File: src/rtl/dmem_access_unit.sv
// Data-memory access stage: takes one read/write request from the control unit,
// waits WAIT_CYCLES clocks, then accesses an internal word-addressed RAM.
module dmem_access_unit #(
   parameter int DATA_W      = 16,
   parameter int ADDR_W      = 16,
   parameter int DEPTH_LOG2  = 8,
   parameter int WAIT_CYCLES = 2
) (
   input  logic              clock,
   input  logic              reset,
   input  logic [ADDR_W-1:0] mem_addr,
   input  logic [DATA_W-1:0] mem_wdata,
   input  logic              rd_req,
   input  logic              wr_req,
   output logic [DATA_W-1:0] mem_rdata,
   output logic              busy,
   output logic              done,
   output logic              addr_err,
   output logic [1:0]        state_dbg
);

   localparam int         RAM_DEPTH = 2 ** DEPTH_LOG2;
   localparam logic [3:0] WAIT_LD   = 4'(WAIT_CYCLES);

   if ((WAIT_CYCLES < 1) || (WAIT_CYCLES > 15)) begin : g_bad_wait
      $error("dmem_access_unit: WAIT_CYCLES must be in 1..15");
   end
   if (DEPTH_LOG2 > ADDR_W) begin : g_bad_depth
      $error("dmem_access_unit: DEPTH_LOG2 must not exceed ADDR_W");
   end

   typedef enum logic [1:0] {
      S_IDLE   = 2'd0,
      S_ACCESS = 2'd1,
      S_DONE   = 2'd2
   } state_t;

   state_t                  state, state_nxt;
   logic [3:0]              cnt;
   logic [ADDR_W-1:0]       lat_addr;
   logic [DATA_W-1:0]       lat_data;
   logic                    lat_wr;
   logic                    err_flag;
   logic                    req;
   logic                    access_now;
   logic                    out_of_range;
   logic [DEPTH_LOG2-1:0]   ram_idx;
   logic [DATA_W-1:0]       ram [0:RAM_DEPTH-1];

   // Handshake: a request level is sampled only in IDLE; busy stays high from the
   // accepting edge until the DONE cycle ends, and done is a one-cycle pulse.
   assign req          = rd_req | wr_req;
   assign access_now   = (state == S_ACCESS) && (cnt == 4'd1);
   assign out_of_range = (lat_addr >> DEPTH_LOG2) != '0;
   assign ram_idx      = lat_addr[DEPTH_LOG2-1:0];

   always_ff @(posedge clock or posedge reset) begin
      if (reset) state <= S_IDLE;
      else       state <= state_nxt;
   end

   always_comb begin
      state_nxt = state;
      case (state)
         S_IDLE:   if (req) state_nxt = S_ACCESS;
         S_ACCESS: if (cnt == 4'd1) state_nxt = S_DONE;
         S_DONE:   state_nxt = S_IDLE;
         default:  state_nxt = S_IDLE;
      endcase
   end

   always_comb begin
      busy      = (state == S_ACCESS) || (state == S_DONE);
      done      = (state == S_DONE);
      addr_err  = (state == S_DONE) && err_flag;
      state_dbg = state;
   end

   always_ff @(posedge clock or posedge reset) begin
      if (reset) begin
         cnt       <= '0;
         lat_addr  <= '0;
         lat_data  <= '0;
         lat_wr    <= 1'b0;
         err_flag  <= 1'b0;
         mem_rdata <= '0;
      end else begin
         case (state)
            S_IDLE: begin
               if (req) begin
                  lat_addr <= mem_addr;
                  lat_data <= mem_wdata;
                  lat_wr   <= wr_req;   // write wins; a simultaneous read is dropped
                  cnt      <= WAIT_LD;
               end
            end
            S_ACCESS: begin
               if (cnt != 4'd1) begin
                  cnt <= cnt - 4'd1;
               end else begin
                  err_flag <= out_of_range;
                  if (!lat_wr) mem_rdata <= out_of_range ? '0 : ram[ram_idx];
               end
            end
            S_DONE:  err_flag <= 1'b0;
            default: err_flag <= 1'b0;
         endcase
      end
   end

   // RAM contents survive reset; a reset before the access edge leaves state IDLE.
   always_ff @(posedge clock) begin
      if (access_now && lat_wr && !out_of_range) ram[ram_idx] <= lat_data;
   end

endmodule

File: config.mk
export PLATFORM = sky130hd
export DESIGN_NAME = dmem_access_unit
export DESIGN_NICKNAME = d
export VERILOG_FILES = /design/src/rtl/dmem_access_unit.sv
export SDC_FILE = /design/constraint.sdc
export NUM_CORES = 2
export LEC_CHECK = 0
export ABC_CLOCK_PERIOD_IN_PS = 3950
export CORE_ASPECT_RATIO = 0.5
export CORE_MARGIN = 5
export CORE_UTILIZATION = 35
export DETAILED_ROUTE_END_ITERATION = 12
export PLACE_DENSITY = 0.51
export REMOVE_ABC_BUFFERS = 1
export SLEW_MARGIN = 10
export SYNTH_ARGS = -nofsm -noshare
export SYNTH_HDL_FRONTEND = slang
export SYNTH_SLANG_ARGS = --single-unit
File: constraint.sdc
create_clock -name clock -period 3.95 [get_ports clock]
set_input_delay 1.185 -clock clock [delete_from_list [all_inputs] [get_ports clock]]
set_output_delay 1.185 -clock clock [all_outputs]
set_load 0.005 [all_outputs]
Yosys cells after proc, flatten, opt, wreduce, memory -nomap -nowiden. Memories as Yosys holds them, arrays and structs flattened. Index checks and enable logic that the tools add are counted.

Register bits after elaboration: 56. Latch bits: 0. Memory bits (writable): 4096. ROM bits: 0. Output and inout port bits: 21. Logic and storage cells: 46. Memories kept: 1.

Add/subtract/negate cells: 1. Multipliers: 0. Div/mod/pow operators: 0. Order comparisons: 0. Equal/unequal tests: 8. Shift-type cells: 0. Mux-type cells: 11. Bitwise gates (word level): 4. Reduce and logical (&&, ||, !) cells: 14.

Memories: ram (words 256, bits a word 16, read ports 1, clocked after Yosys merged registers in 0, wr ports 1, line 48) `logic [DATA_W-1:0] ram [0:RAM_DEPTH-1];`.

Operator list (number): 16-bit two-way mux (1); 16-bit nonzero test (1); 4-bit two-way mux (2); 4-bit one-hot mux with 2 select lines (1); 2-bit != test, second input constant (3); 2-bit AND reduction (3); 3-bit AND reduction (2); 4-bit by 1-bit equality test with 1-bit output, second input constant (1); 1-bit logical AND (4); 2-bit two-way mux (2); 4-bit by 1-bit != test with 1-bit output, second input constant (1); 2-bit one-hot mux with 2 select lines (1); 4-bit by 1-bit subtractor with 4-bit output, second input constant (1); 1-bit two-way mux (3); 1-bit NOT (3); 2-bit by 1-bit equality test with 1-bit output, second input constant (1); 2-bit equality test, second input constant (1); 2-bit logical NOT (1); 2-bit by 1-bit != test with 1-bit output, second input constant (1); 1-bit one-hot mux with 2 select lines (1); 2-bit nonzero test (1); 1-bit logical NOT (1); 1-bit logical OR (1); 1-bit OR (1).

Longest topological paths before layout.
Word-level depth: 6. Depth in mapped cells: 12. Mapped depth without buffers: 8.

Least setup slack after synthesis. Ideal clock, no wire load.

Path kind: register to register. From: register lat_data[0]. To: memory ram[0][0], data pin. Library setup time: 0.803 ns. Data arrival time: 3.179 ns. Path slack: -0.032 ns. Stages on the path, launching flop included: 1. Buffers on the path: 0. Clock period less this slack: 3.982 ns. Path through: dfrtp_1.

RTL lines: start, declared (line 41) `logic [DATA_W-1:0] lat_data;`; start signal, assigned (line 92) `lat_data <= mem_wdata;`; end, declared (line 48).

Straight into the memory's write port.

Final worst setup path.
From: register lat_addr[1]. To: register mem_rdata[12].

Longest elaborated chain between the ends: 2.

Ends and longest elaborated chain: start, declared (line 40) `logic [ADDR_W-1:0] lat_addr;`; start signal, assigned (line 91) `lat_addr <= mem_addr;`; memory 256 x 16 bit; 16-bit two-way mux (line 102) `if (!lat_wr) mem_rdata <= out_of_range ? '0 : ram[ram_idx];`; end signal, assigned (line 102); end, declared (line 15) `output logic [DATA_W-1:0] mem_rdata,`.

No other way between the ends. A chain may end at the register's enable or synchronous reset.

==> results.json <==
{
  "finalClockSkew_ns": 0.0571,
  "arrival_ns": 4.71,
  "grt_use_total_pct": 18.5,
  "dr.first_iter.drc_count": 8789,
  "firstDrtPassIters": 5,
  "dp_hpwl_um": 275000,
  "ir_drop_v": 0.000851,
  "rsz0062_at_grt": "no",
  "placed_cell_area_um2": 174000,
  "finalNonFillerCells": 14664,
  "grt_overflow": 0,
  "insertion_delay_ns": 0.93,
  "required_ns": 4.76,
  "die-area_um2": 471000,
  "async_reset_ff_share_pct": 1.35,
  "setup_viol": 0,
  "layout_common_cells": "edfxtp_1 (4096), mux4_2 (943), buf_4 (633)",
  "min_to": "lat_addr[12]$_DFFE_PP0P_",
  "min_path_cells": 1,
  "antenna_found_initial": 34,
  "synth_cell_types": 54,
  "synth_area_leader_cell": "edfxtp_1",
  "rr_worst_depth": 10,
  "synth_edf_count": 4096,
  "grt_pass1_vias": 78445,
  "core-area_um2": 455000,
  "routed_wl_um": 445000,
  "relSlewSlack_pct": 8.21,
  "power_density_nw_per_um2": 747,
  "cts_max_level": 5,
  "end_kind": "flop",
  "clockBufferDepth": 4,
  "grtUsageMet3_pct": 3.29,
  "ys_seq_area_share_pct": 77.9,
  "synth_ff_type": "edfxtp_1",
  "final_net_count": 8285,
  "reg2reg_from": "lat_addr[1]$_DFFE_PP0P_",
  "fmax_mhz": 256,
  "status": "complete, no violations",
  "die_w_um": 965,
  "layout_commonest_cell": "edfxtp_1",
  "final.min_clock_period_ns": 3.90,
  "fin_crit_sh_pct": 98.8,
  "reg2reg_slack_ns": 0.05,
  "wl_per_cell_um": 30.4,
  "hold_path.class": "flop to flop",
  "clk_pin_slew_ns": 0.07,
  "fill_cells": 40127,
  "drive_above_1_share_pct": 29.0,
  "syn_inst": 7461,
  "drv_cap": 0,
  "critical_path.max_fanout": 45,
  "ios": 57,
  "clock_sinks": 4152,
  "grt_pass1_wl_um": 625000,
  "gp_congestion": 0.788,
  "vias_per_cell": 5.39,
  "crit_type": "flop to flop",
  "cp-start-kind": "flop",
  "num_vias": 79017,
  "synth.top_cells.by_area": "edfxtp_1 (77%), mux4_2 (13%), mux2i_1 (1.7%)",
  "tritoncts": "yes",
  "ys.warnings.count": 0,
  "multiInputGateArea_um2": 33600,
  "syn2layout_area_growth_pct": 16.5,
  "core.rowCount": 175,
  "cts_root_buf": "clkbuf_16",
  "placedCellCount": 13949,
  "tightest_slew_ns": 1.37,
  "drv_slew": 0,
  "ant_nets": 0,
  "hold_viol_final": 0,
  "utilization_pct": 40.9,
  "drc": 0,
  "io_buffer_count": 56,
  "rr_endpoint": "mem_rdata[12]$_DFFE_PP0P_",
  "fin_tns_setup_ns": 0,
  "die_h_um": 488,
  "use_met1_pct": 28.7,
  "busiest_layer": "met1",
  "postCtsHoldBufs": 0,
  "start_util_pct": 35.1,
  "grt_max_degree": 169,
  "synth_area_um2": 160000,
  "syn_area_per_cell_um2": 21.4,
  "use_met2_pct": 27.7,
  "power.leakage_nw": 58.8,
  "hold_slack_ns": 0.503,
  "regArea_um2": 124000,
  "cts_made_buffers": 396,
  "hold_start": "lat_addr[12]$_DFFE_PP0P_",
  "synth_seq_cells": 4152,
  "final_area_um2": 186000,
  "synth_top_cell_area_share_pct": 77.0
}
## cells in the mapped netlist, types with 4 or more instances
| cell | n |
|---|---|
| mux2_2 | 81 |
| mux2i_1 | 273 |
| nand4_1 | 47 |
| buf_1 | 33 |
| nor4_1 | 17 |
| buf_4 | 36 |
| nor3_1 | 19 |
| nor2b_1 | 13 |
| a31oi_1 | 31 |
| a211o_1 | 15 |
| a22oi_1 | 162 |
| mux4_2 | 943 |
| nand2_1 | 309 |
| edfxtp_1 | 4096 |
| a221oi_1 | 17 |
| ha_1 | 6 |
| clkbuf_1 | 197 |
| a21o_1 | 16 |
| or3_1 | 15 |
| and2_1 | 4 |
| o21a_1 | 16 |
| dfrtp_1 | 56 |
| inv_1 | 22 |
| a21oi_1 | 113 |
| buf_6 | 17 |
| nand3_1 | 150 |
| and3_1 | 4 |
| o21ai_0 | 70 |
| a311oi_1 | 17 |
| nor2_1 | 346 |
| o22ai_1 | 17 |
| nand2b_1 | 4 |
| a22o_1 | 22 |
| a2111oi_0 | 31 |
| buf_2 | 163 |
| o2bb2ai_1 | 15 |
| a211oi_1 | 48 |
## report_power, final
group | total (mW) | internal [mW] | switching, mW
clock | 36.5 | 20.0 | 16.5
sequential | 57.2 | 55.3 | 1.97
combinational | 45.3 | 16.9 | 28.4
total | 139 | 92.2 | 46.9
## sequential cells by signal, summed over array words and instances, names as in the netlist
signal     flops
lat_data      16
lat_addr      16
ram         4096
err_flag       1
lat_wr         1
cnt            4
state_dbg      2
mem_rdata     16
## worst max path at each step
| stage | start | end | cells after the start |
|---|---|---|---|
| detailed placement | lat_addr[1]$_DFFE_PP0P_ | mem_rdata[0]$_DFFE_PP0P_ | 13 |
| floorplan | lat_addr[0]$_DFFE_PP0P_ | ram[167][0]$_DFFE_PP_ | 2 |
| global placement | lat_addr[1]$_DFFE_PP0P_ | mem_rdata[0]$_DFFE_PP0P_ | 13 |
| CTS | lat_addr[0]$_DFFE_PP0P_ | mem_rdata[12]$_DFFE_PP0P_ | 13 |
| finish | lat_addr[1]$_DFFE_PP0P_ | mem_rdata[12]$_DFFE_PP0P_ | 10 |
| global route | lat_addr[1]$_DFFE_PP0P_ | mem_rdata[15]$_DFFE_PP0P_ | 10 |
## what timing repair did
item	in CTS	in global routing
gates resized for setup	13	13
pin swaps	2	4
setup endpoints to repair	8	8
buffers inserted	2	1
## worst max-delay path, cell delays in order, from the launching register on
cell       delay, ns
dfrtp_4         0.44
buf_4           0.26
buf_12          0.19
buf_12          0.30
mux4_2          0.58
a21o_1          0.24
o2bb2ai_1       0.50
a31oi_1         0.48
a2111oi_0       0.49
buf_4           0.18
a211oi_1        0.04
## cell families (layout without fill, tap and decap cells)
logic type | after synthesis | count (layout) | synth area share (%)
flip-flops | 4152 | 4152 | 77.9
buffers and inverters | 470 | 1561 | 1.40
other | 0 | 6 | 0
adder cells (fa/ha/maj) | 6 | 6 | 0.0470
AO/OA/AOI/OAI | 597 | 597 | 2.58
multiplexers | 1297 | 1297 | 15.6
AND/OR/NAND/NOR | 939 | 939 | 2.53
## layer usage
metal  wire length [um]  vias to the layer above  share of wire, %
met5                 13                        -            0.0029
met2             200000                     2633                45
met3              31000                      444               7.0
met1             207000                    43176                46
li1                   -                    32762                 -
met4               7970                        2               1.8
## through the flow
step | worst slack (ns) | power [mW]
2_1_floorplan | -37.90 | 73.2
3_3_place_gp | -0.652 | 103
3_5_place_dp | -0.547 | 104
4_1_cts | 0.0102 | 140
5_1_grt | 0.00788 | 144
6_report | 0.0475 | 139
## final cells by class
type                            count  share of cell area [%]
Timing Repair Buffer              830                    4.37
Clock inverter                    206                   0.833
Multi-Input combinational cell   2839                    18.0
Antenna cell                        6                 0.00807
Tap cell                         6106                    4.11
Sequential cell                  4152                    66.9
Inverter                           24                  0.0484
Clock buffer                      501                    5.67
No activity file was read; power rests on OpenSTA's default activity.
